[src/rtl/ysyx_22040237_core_ctrl_pkg.sv]
// Shared state encoding, halt codes and reset vector for the ysyx_22040237 core sequencer.
package ysyx_22040237_core_ctrl_pkg;

   typedef enum logic [2:0] {
      S_IF_REQ   = 3'd0,
      S_IF_WAIT  = 3'd1,
      S_EX       = 3'd2,
      S_MEM_REQ  = 3'd3,
      S_MEM_WAIT = 3'd4,
      S_WB       = 3'd5,
      S_HALT     = 3'd6
   } state_e;

   localparam logic [1:0]  HALT_RUN     = 2'd0;
   localparam logic [1:0]  HALT_EBREAK  = 2'd1;
   localparam logic [1:0]  HALT_ILLEGAL = 2'd2;
   localparam logic [1:0]  HALT_TIMEOUT = 2'd3;

   localparam logic [31:0] DEFAULT_RESET_PC = 32'h8000_0000;

   // States that wait on an external handshake and therefore feed the watchdog.
   function automatic logic is_wait_state(input state_e s);
      return (s == S_IF_REQ) || (s == S_IF_WAIT) || (s == S_MEM_REQ) || (s == S_MEM_WAIT);
   endfunction

endpackage

[src/rtl/ysyx_22040237_core_ctrl_perf_cnt.sv]
// 64-bit free-running performance counter with synchronous clear and count enable; wraps silently.
module ysyx_22040237_perf_cnt (
   input  logic        clk,
   input  logic        i_clr,
   input  logic        i_en,
   output logic [63:0] o_cnt
);

   logic [63:0] r_cnt;

   always_ff @(posedge clk) begin
      if (i_clr) begin
         r_cnt <= '0;
      end else if (i_en) begin
         r_cnt <= r_cnt + 64'd1;
      end
   end

   assign o_cnt = r_cnt;

endmodule

[src/rtl/ysyx_22040237_core_ctrl.sv]
// Multi-cycle NPC sequencer: fetch handshake, decode/execute, optional data access, commit, halt.
// Owns the FSM, the handshake watchdog, the PC/instruction registers and the perf counters.
module ysyx_22040237_core_ctrl
   import ysyx_22040237_core_ctrl_pkg::*;
#(
   parameter logic [31:0] RESET_PC = DEFAULT_RESET_PC,
   parameter int unsigned TIMEOUT  = 1024
) (
   input  logic        clk,
   input  logic        rst,
   output logic        imem_req_valid,
   input  logic        imem_req_ready,
   output logic [31:0] imem_addr,
   input  logic        imem_resp_valid,
   input  logic [31:0] imem_resp_data,
   output logic [31:0] inst,
   output logic [31:0] pc,
   input  logic [7:0]  dec_opcode,
   input  logic        dec_ebreak,
   input  logic        dec_jump,
   input  logic        dec_mem,
   input  logic        dec_rd_w_en,
   input  logic [31:0] jump_target,
   output logic        dmem_req_valid,
   input  logic        dmem_req_ready,
   input  logic        dmem_resp_valid,
   output logic        rf_w_en,
   output logic        halt,
   output logic [1:0]  halt_code,
   output logic [63:0] cycle_cnt,
   output logic [63:0] instret_cnt
);

   localparam int unsigned     WD_W    = $clog2(TIMEOUT) + 1;
   localparam logic [WD_W-1:0] WD_LAST = WD_W'(TIMEOUT - 1);

   state_e          r_state;
   state_e          w_next_state;
   logic [1:0]      w_halt_code;
   logic [WD_W-1:0] r_wd;
   logic [31:0]     r_pc;
   logic [31:0]     r_inst;
   logic            r_halt;
   logic [1:0]      r_halt_code;
   logic            w_wd_expired;
   logic            w_enter_halt;

   assign w_wd_expired = (r_wd == WD_LAST);
   assign w_enter_halt = (w_next_state == S_HALT) && (r_state != S_HALT);

   // State register
   always_ff @(posedge clk) begin
      if (rst) begin
         r_state <= S_IF_REQ;
      end else begin
         r_state <= w_next_state;
      end
   end

   // Next-state logic; a handshake completing in the expiry cycle takes precedence over timeout.
   always_comb begin
      w_next_state = r_state;
      w_halt_code  = HALT_RUN;
      case (r_state)
         S_IF_REQ: begin
            if (imem_req_ready) begin
               w_next_state = S_IF_WAIT;
            end else if (w_wd_expired) begin
               w_next_state = S_HALT;
               w_halt_code  = HALT_TIMEOUT;
            end
         end
         S_IF_WAIT: begin
            if (imem_resp_valid) begin
               w_next_state = S_EX;
            end else if (w_wd_expired) begin
               w_next_state = S_HALT;
               w_halt_code  = HALT_TIMEOUT;
            end
         end
         S_EX: begin
            if (dec_ebreak) begin
               w_next_state = S_HALT;
               w_halt_code  = HALT_EBREAK;
            end else if (dec_opcode == 8'h00) begin
               w_next_state = S_HALT;
               w_halt_code  = HALT_ILLEGAL;
            end else if (dec_jump && jump_target[1]) begin
               w_next_state = S_HALT;
               w_halt_code  = HALT_ILLEGAL;
            end else if (dec_mem) begin
               w_next_state = S_MEM_REQ;
            end else begin
               w_next_state = S_WB;
            end
         end
         S_MEM_REQ: begin
            if (dmem_req_ready) begin
               w_next_state = S_MEM_WAIT;
            end else if (w_wd_expired) begin
               w_next_state = S_HALT;
               w_halt_code  = HALT_TIMEOUT;
            end
         end
         S_MEM_WAIT: begin
            if (dmem_resp_valid) begin
               w_next_state = S_WB;
            end else if (w_wd_expired) begin
               w_next_state = S_HALT;
               w_halt_code  = HALT_TIMEOUT;
            end
         end
         S_WB:    w_next_state = S_IF_REQ;
         S_HALT:  w_next_state = S_HALT;
         default: w_next_state = S_IF_REQ;
      endcase
   end

   // Output decode
   always_comb begin
      imem_req_valid = (r_state == S_IF_REQ);
      dmem_req_valid = (r_state == S_MEM_REQ);
      rf_w_en        = (r_state == S_WB) && dec_rd_w_en;
   end

   // Watchdog, PC, instruction latch and halt status
   always_ff @(posedge clk) begin
      if (rst) begin
         r_wd        <= '0;
         r_pc        <= RESET_PC;
         r_inst      <= '0;
         r_halt      <= 1'b0;
         r_halt_code <= HALT_RUN;
      end else begin
         if (w_next_state != r_state) begin
            r_wd <= '0;
         end else if (is_wait_state(r_state)) begin
            r_wd <= r_wd + 1'b1;
         end

         if ((r_state == S_IF_WAIT) && imem_resp_valid) begin
            r_inst <= imem_resp_data;
         end

         if (r_state == S_WB) begin
            r_pc <= dec_jump ? (jump_target & 32'hFFFF_FFFE) : (r_pc + 32'd4);
         end

         if (w_enter_halt) begin
            r_halt      <= 1'b1;
            r_halt_code <= w_halt_code;
         end
      end
   end

   ysyx_22040237_perf_cnt u_cycle_cnt (
      .clk   (clk),
      .i_clr (rst),
      .i_en  (r_state != S_HALT),
      .o_cnt (cycle_cnt)
   );

   ysyx_22040237_perf_cnt u_instret_cnt (
      .clk   (clk),
      .i_clr (rst),
      .i_en  (r_state == S_WB),
      .o_cnt (instret_cnt)
   );

   assign imem_addr = r_pc;
   assign pc        = r_pc;
   assign inst      = r_inst;
   assign halt      = r_halt;
   assign halt_code = r_halt_code;

endmodule

[config.mk]
export PLATFORM = sky130hd
export DESIGN_NAME = ysyx_22040237_core_ctrl
export DESIGN_NICKNAME = d
export VERILOG_FILES = /design/src/rtl/ysyx_22040237_core_ctrl_pkg.sv /design/src/rtl/ysyx_22040237_core_ctrl_perf_cnt.sv /design/src/rtl/ysyx_22040237_core_ctrl.sv
export SDC_FILE = /design/constraint.sdc
export NUM_CORES = 1
export LEC_CHECK = 0
export ABC_AREA = 1
export BUFFER_PORTS_ARGS = -buffer_cell sky130_fd_sc_hd__buf_2
export CORE_MARGIN = 10
export CORE_UTILIZATION = 59
export CTS_BUF_LIST = sky130_fd_sc_hd__clkbuf_2
export CTS_CLUSTER_SIZE = 25
export DETAILED_ROUTE_END_ITERATION = 8
export GPL_TIMING_DRIVEN = 1
export HOLD_SLACK_MARGIN = 0.1
export PLACE_DENSITY_LB_ADDON = 0.2
export SETUP_SLACK_MARGIN = 0.3
export SYNTH_ARGS = -nofsm -noshare
export SYNTH_HDL_FRONTEND = slang
export SYNTH_SLANG_ARGS = --single-unit
[constraint.sdc]
create_clock -name clk -period 2.8 [get_ports clk]
set_input_delay 0.42 -clock clk [delete_from_list [all_inputs] [get_ports clk]]
set_output_delay 0.42 -clock clk [all_outputs]
set_load 0.01 [all_outputs]
[Word-level counts from Yosys, hierarchy flattened]
Cells that the tools add are included.
Word-level totals
  bits in registers: 209
  input bits: 82
Operators by class
  eq/ne operators: 10
  $add $sub $neg: 4
  muxes and demuxes: 20
  reduce and logical (&&, ||, !) cells: 10
Operators with widths (count)
  $add A64 B1 Y64 const B: 2
  $add A32 B3 Y32 const B: 1
  $mux W32: 1
  $mux W3: 9
  $pmux W3 S6: 1
  $mux W2: 8
  $eq A3 B3 Y1 const B: 4
  $add A11 B1 Y11 const B: 1
  $eq A11 B10 Y1 const B: 1
  $pmux W2 S5: 1
  $logic_not A8 Y1: 1
  $eq A3 B2 Y1 const B: 2
  $logic_and A1 B1 Y1: 4
  $eq A3 B1 Y1 const B: 1
  $logic_not A3 Y1: 1
  $logic_or A1 B1 Y1: 3
  $ne A3 B3 Y1: 1
  $ne A3 B3 Y1 const B: 1
  $reduce_or A2 Y1: 1

[Longest topological paths before layout]
Gate-level depths: netlist (run 1).
  depth in word-level cells: 7
  mapped depth: 14
  mapped depth without buffers: 13

[Modules after synthesis]
A second synthesis (run 1) with hierarchy kept.
Second synthesis, totals
  cell total of the unflattened synthesis: 1934
  area, all modules: 12295.5 um^2
Modules (own cells, without submodules)
  ysyx_22040237_perf_cnt: cells an instance 618, area an instance 3836.2 um^2, times used 2, sequential area each 1281.2 um^2
  ysyx_22040237_core_ctrl: cells an instance 698, area an instance 4623.2 um^2, times used 1, sequential area each 1601.5 um^2

[Worst setup path after synthesis (run 1)]
Ideal clock, no wire load.
  path kind: register to register
  start point: register r_pc[2] (netlist: imem_addr[2])
  end point: register r_pc[18] (netlist: imem_addr[18])
  cell stages (with the launch flop): 11
  arrival time: 1.671 ns
  clock period less this slack: 1.804 ns
  path buffers: 0
  required time: 2.668 ns
  path slack: 0.996 ns
  setup time: 0.132 ns
  cells stage by stage: dfxtp_1 ha_1 nand2_1 nor2_2 nand3_1 nor2_2 nand2_1 nor2_1 nor2_1 o21ai_0 a21oi_1
Between the ends
  longest elaborated chain between the ends: 2
RTL lines
  from (decl): line ysyx_22040237_core_ctrl.sv:41  | logic [31:0] r_pc;
  from (signal assigned): line ysyx_22040237_core_ctrl.sv:146  | r_pc <= dec_jump ? (jump_target & 32'hFFFF_FFFE) : (r_pc + 32'd4);
  $add A32 B3 Y32: line ysyx_22040237_core_ctrl.sv:146
  $mux W32: line ysyx_22040237_core_ctrl.sv:146
No other way between the ends.
A chain may end at the register's enable or synchronous reset.

[Final worst setup path (run 1)]
  start point: register r_state[0]
  end point: output port rf_w_en
Between the ends
  longest elaborated chain between the ends: 2
RTL lines
  from (decl): line ysyx_22040237_core_ctrl.sv:37  | state_e r_state;
  from (signal assigned): line ysyx_22040237_core_ctrl.sv:56  | r_state <= w_next_state;
  $eq A3 B3 Y1: line ysyx_22040237_core_ctrl.sv:123  | rf_w_en = (r_state == S_WB) && dec_rd_w_en;
  $logic_and A1 B1 Y1: line ysyx_22040237_core_ctrl.sv:123
  to (decl): line ysyx_22040237_core_ctrl.sv:27  | output logic rf_w_en,
No other way between the ends.

==> flow_summary.ini, run 1 <==
[route]
detail_route.first_pass.iterations = 6
drc = 0
ant_nets = 0
drt_iter0_drc = 1137
wl_um = 39900
vias_per_cell = 5.41
routedWlPerCell_um = 15.9
vias = 13600

[layout]
postLayoutCoreUtil_pct = 75.3
multiInputGateArea_um2 = 6360
ff_latch_area_um2 = 4170
final_cell_mix = 437 x nand2_1, 324 x nor2_1, 308 x buf_2, 205 x dfxtp_1, 184 x inv_1
instances_no_fill = 2506
layout_commonest_cell = nand2_1
area_growth_pct = 25.9
final_nets = 2286
drive_above_1_share_pct = 21.3
fillers = 1575

[synthesis]
synth-edff-count = 0
syn_avg_cell_area_um2 = 6.43
ys_seq_area_share_pct = 35.8
ys.flop_type = dfxtp_1
async_reset_ff_share_pct = 0
synth_cells = 1810
yosys_warnings = 0
synth_area_um2 = 11600
ys_types = 47
ys_ff_latch = 208

[timing]
finalCritPeriodShare_pct = 85.7
finalHoldViolations = 0
worst_pin_slew_ns = 0.983
slew-limit-headroom_pct = 34.4
period_minus_slack_ns = 2.40
drv_slew = 0
fin_skew_ns = 0.0588
rsz0062_at_grt = yes
timing.fmax_ghz = 0.417
setup-tns-final_ns = 0
setup_violations = 0

[critical_path]
cp.arrival_ns = 1.98
crit_fanout = 20
critPathLaunchType = register
critPathRequiredTime_ns = 2.38
critical_path_class = register to primary output
rr_startpoint = imem_addr[8]$_SDFFE_PP0N_
critPathLaunch = r_state[0]$_SDFF_PP0_
endpoint_kind = primary output

[cts]
cts_tree = built
cts_buffer_depth = 3
clk_latency_ns = 0.86
cts_buffers = 54
cts_root_buf = clkbuf_2
clkSinkCount = 208
cts.reportedPaths.clkPinSlew_ns = 0.10
htreeDepth = 2

[floorplan]
chipHeight_um = 160
start_util_pct = 59.8
ios = 312
core_area_um2 = 19500
die_area_um2 = 25700
rows = 51
die-width_um = 160

[global_route]
grt_pass1_vias = 13000
grt_pass1_wl_um = 64300
grt_max_degree = 91
grt.total_usage_pct = 29.4
grt_overflow = 0
antenna_found_initial = 2

[placement]
dp_cells = 2322
place.detailed.hpwl_um = 28100
routabilityCongestion = 1.00
port_buffers = 308

[status]
status = finished clean

[min_path]
hold_path.class = primary input to register
hold_start = dec_opcode[1]

[power_and_ir_drop]
p_leak_nw = 6.40
ir_drop_mv = 0.425
power_density_nw_per_um2 = 459

[run]
max_cap_violations = 0
[stage by stage]
| stage | area [µm²] | hold WS, ns | power, mW | setup WS [ns] |
|---|---|---|---|---|
| final | 14700 | 0.183 | 6.73 | 0.401 |
| after global routing | 14700 | 0.267 | 7.07 | 0.290 |
| after CTS | 14600 | 0.102 | 6.72 | 0.305 |
| after detailed placement | 13200 | 0.439 | 4.41 | 0.654 |
| after global placement | 13200 | 0.431 | 4.37 | 0.719 |
| after floorplan | 11600 | 0.469 | 4.02 | 0.996 |
[worst max-delay path, stage by stage (launching register included)]
cell and delay, ns:
dfxtp_2 0.46, nand3_4 0.14, buf_12 0.16, buf_8 0.15
nor2_1 0.08, buf_2 0.13
[flip-flops by register name, indices dropped and copies added, names as in the netlist]
register and cells:
halt_code 2, inst 32, r_wd 11, imem_addr 31, u_instret_cnt.o_cnt 64, r_state 3
halt 1, u_cycle_cnt.o_cnt 64
[final cells by class]
type	instances	area share (%)
Clock buffer	81	2.77
Timing Repair Buffer	410	17.6
Tap cell	265	2.26
Sequential cell	208	28.5
Inverter	190	4.92
Multi-Input combinational cell	1336	43.4
Antenna cell	2	0.0342
Clock inverter	14	0.555
[kinds of logic after synthesis]
group	Yosys count	share of synthesized area (%)
AND/OR/NAND/NOR	1060	40.1
buffers and inverters	267	9.79
AO/OA/AOI/OAI	224	10.4
flip-flops	208	35.8
XOR/XNOR	45	3.39
adder cells (fa/ha/maj)	4	0.430
other	1	0.0322
multiplexers	1	0.0860
[worst paths after layout]
kind,cells after the start,slack [ns],endpoint
setup / recovery,5,0.40,rf_w_en
hold / removal,9,0.18,halt_code[0]$_SDFFE_PP0P_
setup reg to reg,10,0.44,imem_addr[19]$_SDFFE_PP0N_
hold reg to reg,2,0.45,halt_code[1]$_SDFFE_PP0P_
[routing by layer]
layer,GRT usage [%],vias up,routed length [µm]
met5,0,-,0
met2,47.0,694,17900
met1,35.1,6155,15800
met4,12.1,0,1270
li1,-,6624,-
met3,10.7,96,4980
[cells in the mapped netlist, types with 7 or more instances]
cell type  count  area (µm²)
clkbuf_1      30         113
nor3_1        83         415
nand4_1       49         307
dfxtp_1      208        4160
buf_1          7        26.3
xnor2_1       13         114
nand2_2        7        43.8
o21a_1         9        67.6
nand3b_1      10        75.1
o21ai_0       85         425
inv_1        185         694
buf_4         35         263
a31oi_1       12        75.1
o211ai_1       7        52.6
nor2_2        15        93.8
nand2_1      438        1640
xor2_1        32         280
nor2_1       326        1220
nand3_1       96         480
a21oi_1       97         485
nor2_4        10         113
[report_power, final]
| part | switching [mW] | internal (mW) |
|---|---|---|
| sequential | 0.141 | 3.13 |
| clock | 1.30 | 0.859 |
| combinational | 0.798 | 0.508 |
[repair_timing]
action                                 CTS  global route
resized for setup                       12             9
gates cloned                             0             0
buffers inserted                         3             3
setup endpoints to repair                1             6
endpoints found under the hold margin  109             0
hold buffers                            81             0
Power figures use the tool's default switching activity.
==> inputs of run 2 (changes only) <==
--- a/config.mk
+++ b/config.mk
@@ -5,10 +5,9 @@
 export SDC_FILE = /design/constraint.sdc
 export NUM_CORES = 1
 export LEC_CHECK = 0
-export ABC_AREA = 1
 export BUFFER_PORTS_ARGS = -buffer_cell sky130_fd_sc_hd__buf_2
 export CORE_MARGIN = 10
-export CORE_UTILIZATION = 59
+export CORE_UTILIZATION = 58
 export CTS_BUF_LIST = sky130_fd_sc_hd__clkbuf_2
 export CTS_CLUSTER_SIZE = 25
 export DETAILED_ROUTE_END_ITERATION = 8
==> run 2 against run 1 <==
Count of clock-buffer cells in the layout decreased by 1. Final cell count decreased by 24%. Critical path depth increased by 3. First-iteration DRC count decreased by 27%. Utilization decreased by 0.24 points. Clock power decreased by 8%. Sequential power decreased by 6.4%. Via count decreased by 15%. Synthesized area decreased by 11%. Global-route usage decreased by 3.7 points. Critical endpoint is now imem_addr[12]$_SDFFE_PP0N_. Largest cell class unchanged. Largest power group unchanged.
==> flow_summary.ini, run 2 <==
[layout]
area_growth_pct = 25.8
final_cell_mix = 307 x buf_2, 206 x dfxtp_1, 146 x a21oi_1, 137 x nand2_1, 80 x clkbuf_2
instances_no_fill = 1896
drive_above_1_share_pct = 26.3
layout_commonest_cell = buf_2
ff_latch_area_um2 = 4170
final_area_um2 = 13100
final_nets = 1719
multiInputGateArea_um2 = 5600
fillers = 1326

[timing]
drv_slew = 0
timing.fmax_ghz = 0.397
finalHoldViolations = 0
fin_skew_ns = 0.0309
rsz0062_at_grt = yes
setup-tns-final_ns = 0
period_minus_slack_ns = 2.52
worst_pin_slew_ns = 1.01
setup_slack_ns = 0.283
finalCritPeriodShare_pct = 89.9
slew-limit-headroom_pct = 33.0
setup_violations = 0

[global_route]
grt_max_degree = 96
grt_pass1_wl_um = 52800
grt_pass1_vias = 10700
grt_use_met2_pct = 42.0
grt.total_usage_pct = 25.8
use_met3_pct = 7.39
antenna_found_initial = 2
met1_usage_pct = 29.8
grt_overflow = 0
top_usage_layer = met2

[synthesis]
synth_area_um2 = 10400
ys_types = 61
yosys_warnings = 0
yosysTopAreaCellShare_pct = 40.1
ys.flop_type = dfxtp_1
synth_cells = 1290
synth_commonest_cells = 208 x dfxtp_1, 146 x a21oi_1, 137 x nand2_1, 80 x clkbuf_1, 73 x nor2_1
synth.area.top_cells = dfxtp_1 40%, a21oi_1 7.0%, nand2_1 5.0%
async_reset_ff_share_pct = 0
synth-edff-count = 0
synth_top_area_cell = dfxtp_1
syn_avg_cell_area_um2 = 8.05
yosysMostFrequentCell = dfxtp_1
ys_seq_area_share_pct = 40.1
ys_ff_latch = 208

[power_and_ir_drop]
p_leak_nw = 5.30
power_density_nw_per_um2 = 435
ir_drop_mv = 0.385

[placement]
routabilityCongestion = 0.860
pre_cts_ws_ns = 0.308
dp_cells = 1724
port_buffers = 308
place_area_um2 = 11800
place.detailed.hpwl_um = 21700

[critical_path]
rr_startpoint = imem_addr[3]$_SDFFE_PP0N_
critPathLaunch = imem_addr[3]$_SDFFE_PP0N_
critPathRequiredTime_ns = 3.49
r2r_setup_slack_ns = 0.28
critical_path_class = register to register
worstRegToRegCells = 8
worstSetupEndpoint = imem_addr[12]$_SDFFE_PP0N_
endpoint_kind = register
crit_fanout = 9
cp.arrival_ns = 3.21
critPathLaunchType = register
r2r_end = imem_addr[12]$_SDFFE_PP0N_

[floorplan]
die_area_um2 = 23700
start_util_pct = 59.6
rows = 48
chipHeight_um = 154
die-width_um = 154
core_area_um2 = 17400
ios = 312

[route]
wl_um = 34300
detail_route.first_pass.iterations = 4
drc = 0
drt_iter0_drc = 834
vias = 11600
ant_nets = 0
vias_per_cell = 6.11
routedWlPerCell_um = 18.1

[cts]
htreeDepth = 2
cts_buffers = 54
clk_latency_ns = 0.79
clkSinkCount = 208
cts_tree = built
cts.reportedPaths.clkPinSlew_ns = 0.11
cts_root_buf = clkbuf_2
cts_buffer_depth = 3

[status]
status = finished clean

[run]
max_cap_violations = 0

[min_path]
hold_path.class = primary input to register
-- run 2: worst min path at each step --
stage                                       end  cells past startpoint               from  slack [ns]
final                     r_state[0]$_SDFF_PP0_                      4    dmem_resp_valid        0.16
after global routing          halt$_SDFFE_PP0P_                      5     imem_req_ready        0.17
after CTS                 r_state[1]$_SDFF_PP0_                      5    dmem_resp_valid        0.10
after detailed placement      halt$_SDFFE_PP0P_                      2  halt$_SDFFE_PP0P_        0.43
after global placement        halt$_SDFFE_PP0P_                      2  halt$_SDFFE_PP0P_        0.43
after floorplan               halt$_SDFFE_PP0P_                      2  halt$_SDFFE_PP0P_        0.47
-- run 2: report_power, final --
group	total, mW	internal (mW)	switching, mW
logic	0.642	0.273	0.368
clock network	1.98	0.751	1.23
registers	3.06	3.01	0.0484
total	5.69	4.04	1.65
-- run 2: routing by layer --
layer | routed length [µm] | vias up
met5 | 0 | -
met2 | 16300 | 562
li1 | - | 5484
met4 | 1610 | 0
met1 | 13300 | 5424
met3 | 3010 | 116
-- run 2: kinds of logic (layout without fill, tap and decap cells) --
logic type	Yosys count	after routing	share of synthesized area, %
buffers and inverters	147	521	6.67
multiplexers	8	8	0.771
AO/OA/AOI/OAI	315	315	18.3
XOR/XNOR	56	56	4.72
flip-flops	208	208	40.1
AND/OR/NAND/NOR	551	555	28.9
adder cells (fa/ha/maj)	4	4	0.482
other	1	4	0.0361
-- run 2: area by class of cell --
class                           count  share of cell area [%]
Antenna cell                        2                  0.0383
Clock buffer                       80                    3.06
Clock inverter                     12                   0.364
Inverter                           23                   0.660
Multi-Input combinational cell    940                    42.9
Sequential cell                   208                    31.9
Tap cell                          225                    2.15
Timing Repair Buffer              406                    19.0
-- run 2: critical path, cell delays in order, from the launching register on --
cell           delay (ns)
dfxtp_1              0.50
ha_1                 0.31
and4_1               0.32
nand3_1              0.14
buf_4                0.21
a21oi_1              0.15
a2bb2oi_1            0.17
nor2_1               0.06
dlygate4sd3_1        0.56
-- run 2: repair_timing --
action / 4_1_cts / 5_1_grt
gates resized for setup: 4 / 11
hold buffers: 68 / 0
pin swaps: 1 / 5
setup buffers: 0 / 5
setup endpoints to repair: 8 / 62
endpoints found under the hold margin: 67 / 0
cloned: 0 / 5
-- run 2: stage by stage --
stage	utilization (%)	hold slack, ns	power (mW)
finish	75.1	0.161	5.69
global route	75.1	0.165	5.93
CTS	74.3	0.100	5.68
detailed placement	67.7	0.434	3.66
global placement	67.7	0.430	3.65
floorplan	-	0.470	3.47
==> inputs of run 3 (changes only) <==
--- a/config.mk
+++ b/config.mk
@@ -7,7 +7,7 @@
 export LEC_CHECK = 0
 export BUFFER_PORTS_ARGS = -buffer_cell sky130_fd_sc_hd__buf_2
 export CORE_MARGIN = 10
-export CORE_UTILIZATION = 58
+export CORE_UTILIZATION = 49
 export CTS_BUF_LIST = sky130_fd_sc_hd__clkbuf_2
 export CTS_CLUSTER_SIZE = 25
 export DETAILED_ROUTE_END_ITERATION = 8
==> constraint.sdc (replaced) <==
create_clock -name clk -period 2.2 [get_ports clk]
set_input_delay 0.33 -clock clk [delete_from_list [all_inputs] [get_ports clk]]
set_output_delay 0.33 -clock clk [all_outputs]
set_load 0.01 [all_outputs]
==> run 3 against run 2 <==
Total power is 35% higher. Die area is 16% higher. Non-clock buffer count is 125 higher. Sequential power is 26% higher. Critical endpoint is now u_instret_cnt.o_cnt[55]$_SDFFE_PP0N_. Largest power group unchanged. Fmax is 17% higher. Critical path type unchanged.
==> flow_summary.ini, run 3 (synthesis gave the netlist of run 2 again) <==
[timing]
drv_slew = 0
timing.fmax_ghz = 0.465
rsz0062_at_grt = yes
finalHoldViolations = 0
finalCritPeriodShare_pct = 97.8
period_minus_slack_ns = 2.15
setup_violations = 0
fin_skew_ns = 0.0709
setup-tns-final_ns = 0
slew-limit-headroom_pct = 56.0
worst_pin_slew_ns = 0.660

[critical_path]
critPathLaunchType = register
endpoint_kind = register
crit_path_cell_trace = nand4_4, or3_4, or4_4, or4_4, a21oi_2
rr_startpoint = u_instret_cnt.o_cnt[6]$_SDFFE_PP0N_
cp.depth = 5
cp_num_buf_inv = 0
worstSetupEndpoint = u_instret_cnt.o_cnt[55]$_SDFFE_PP0N_
critical_path_class = register to register
cp.arrival_ns = 2.90
r2r_setup_slack_ns = 0.05
r2r_end = u_instret_cnt.o_cnt[55]$_SDFFE_PP0N_
crit_slowest_cell = or4_4
critical-path-top-delay-family = simple AND/OR/NAND/NOR gates
path_common_cell = or4_4
critPathLaunch = u_instret_cnt.o_cnt[6]$_SDFFE_PP0N_
crit_fanout = 8
worstRegToRegCells = 5
max_stage_delay_ns = 0.62
critPathRequiredTime_ns = 2.95

[global_route]
grt_max_degree = 61
grt_pass1_vias = 11500
grt.total_usage_pct = 24.7
grt_pass1_wl_um = 58600
antenna_found_initial = 3
grt_overflow = 0

[route]
routedWlPerCell_um = 18.2
ant_nets = 0
vias = 12100
drc = 0
wl_um = 37900
vias_per_cell = 5.80
drt_iter0_drc = 1138
detail_route.first_pass.iterations = 6

[power_and_ir_drop]
ir_drop_mv = 0.305
p_leak_nw = 6.16
power_density_nw_per_um2 = 506

[layout]
fillers = 1663
final_cell_mix = 300 x buf_2, 138 x dfxtp_1, 136 x nand2_1, 131 x buf_4, 127 x a21oi_1
postLayoutCoreUtil_pct = 72.3
area_growth_pct = 45.9
final_nets = 1848
layout_commonest_cell = buf_2
multiInputGateArea_um2 = 6330
drive_above_1_share_pct = 42.2
ff_latch_area_um2 = 4300
final_area_um2 = 15200

[min_path]
hold_path.class = primary input to register

[cts]
clk_latency_ns = 0.85
cts_tree = built
clkSinkCount = 208
htreeDepth = 2
cts.reportedPaths.clkPinSlew_ns = 0.11
cts_buffers = 55
cts_root_buf = clkbuf_2
cts_buffer_depth = 3

[placement]
port_buffers = 308
place_area_um2 = 12600
routabilityCongestion = 0.859
place.detailed.hpwl_um = 23500

[run]
max_cap_violations = 0

[floorplan]
chipHeight_um = 166
die_area_um2 = 27400
rows = 53
start_util_pct = 49.6
die-width_um = 166
core_area_um2 = 21000
ios = 312

[status]
status = finished clean
[run 3: cell count changes in the layout (fill, tap and decap cells not counted), moves of 14 or more]
cell | previous run | this run
nor4_1 | 27 | 11
dfxtp_2 | 2 | 52
dfxtp_1 | 206 | 138
a21oi_2 | 0 | 18
dfxtp_4 | 0 | 18
and4_4 | 0 | 14
or4_4 | 5 | 19
buf_6 | 1 | 24
o31ai_1 | 61 | 46
a21oi_1 | 146 | 127
buf_4 | 28 | 131
nor4_2 | 0 | 16
and4_1 | 30 | 14
[run 3: what timing repair did]
action,CTS,global route
hold endpoints to repair,115,0
setup buffers,22,26
pin swaps,16,29
gates resized for setup,75,159
cloned,11,1
hold buffers,70,0
setup endpoints to repair,92,140
[run 3: worst reg2reg max path: stages, from the launching register on]
cell and delay, ns:
dfxtp_4 0.37, nand4_4 0.10, or3_4 0.40, or4_4 0.62, or4_4 0.45, a21oi_2 0.15
[run 3: per-stage QoR]
stage               worst slack, ns  power (mW)  instances  hold slack (ns)
floorplan                   -0.0352        4.41       1291            0.441
global placement            -0.0335        4.68       1850            0.433
detailed placement          -0.0878        4.69       1850            0.444
CTS                          0.0153        7.65       2048            0.125
global route                -0.0259        8.05       2078            0.173
finish                       0.0482        7.67       2078            0.223
[run 3: routing by layer]
metal  global-route usage (%)  up-vias  share of wire (%)
met5                        0        -                  0
met2                     42.3      503                 50
met1                     29.2     5697                 40
met4                     9.75        0                3.2
met3                     5.84       99                7.5
li1                         -     5756                  -
[run 3: how the worst min path moves through the flow]
stage | from | endpoint | slack [ns] | cells after the start
after detailed placement | inst[30]$_SDFFE_PP0P_ | inst[30]$_SDFFE_PP0P_ | 0.44 | 2
after global routing | dec_jump | imem_addr[2]$_SDFFE_PP0N_ | 0.17 | 4
after floorplan | dec_ebreak | halt_code[1]$_SDFFE_PP0P_ | 0.44 | 1
after global placement | halt$_SDFFE_PP0P_ | halt$_SDFFE_PP0P_ | 0.43 | 2
after CTS | dec_jump | imem_addr[1]$_SDFFE_PP0P_ | 0.12 | 4
final | dec_jump | imem_addr[1]$_SDFFE_PP0P_ | 0.22 | 4
[run 3: power breakdown]
group          internal (mW)  total, mW  switching [mW]
sequential              3.82       3.87          0.0530
combinational          0.483       1.05           0.562
clock                   1.13       2.76            1.63
[run 3: final cells by class]
type,count,share of cell area (%)
multi-input combinational,943,41.8
sequential,208,28.4
timing repair buffer,531,23.8
clock buffer,86,2.84
tap,275,2.27
inverter,23,0.570
clock inverter,9,0.396
antenna,3,0.0495
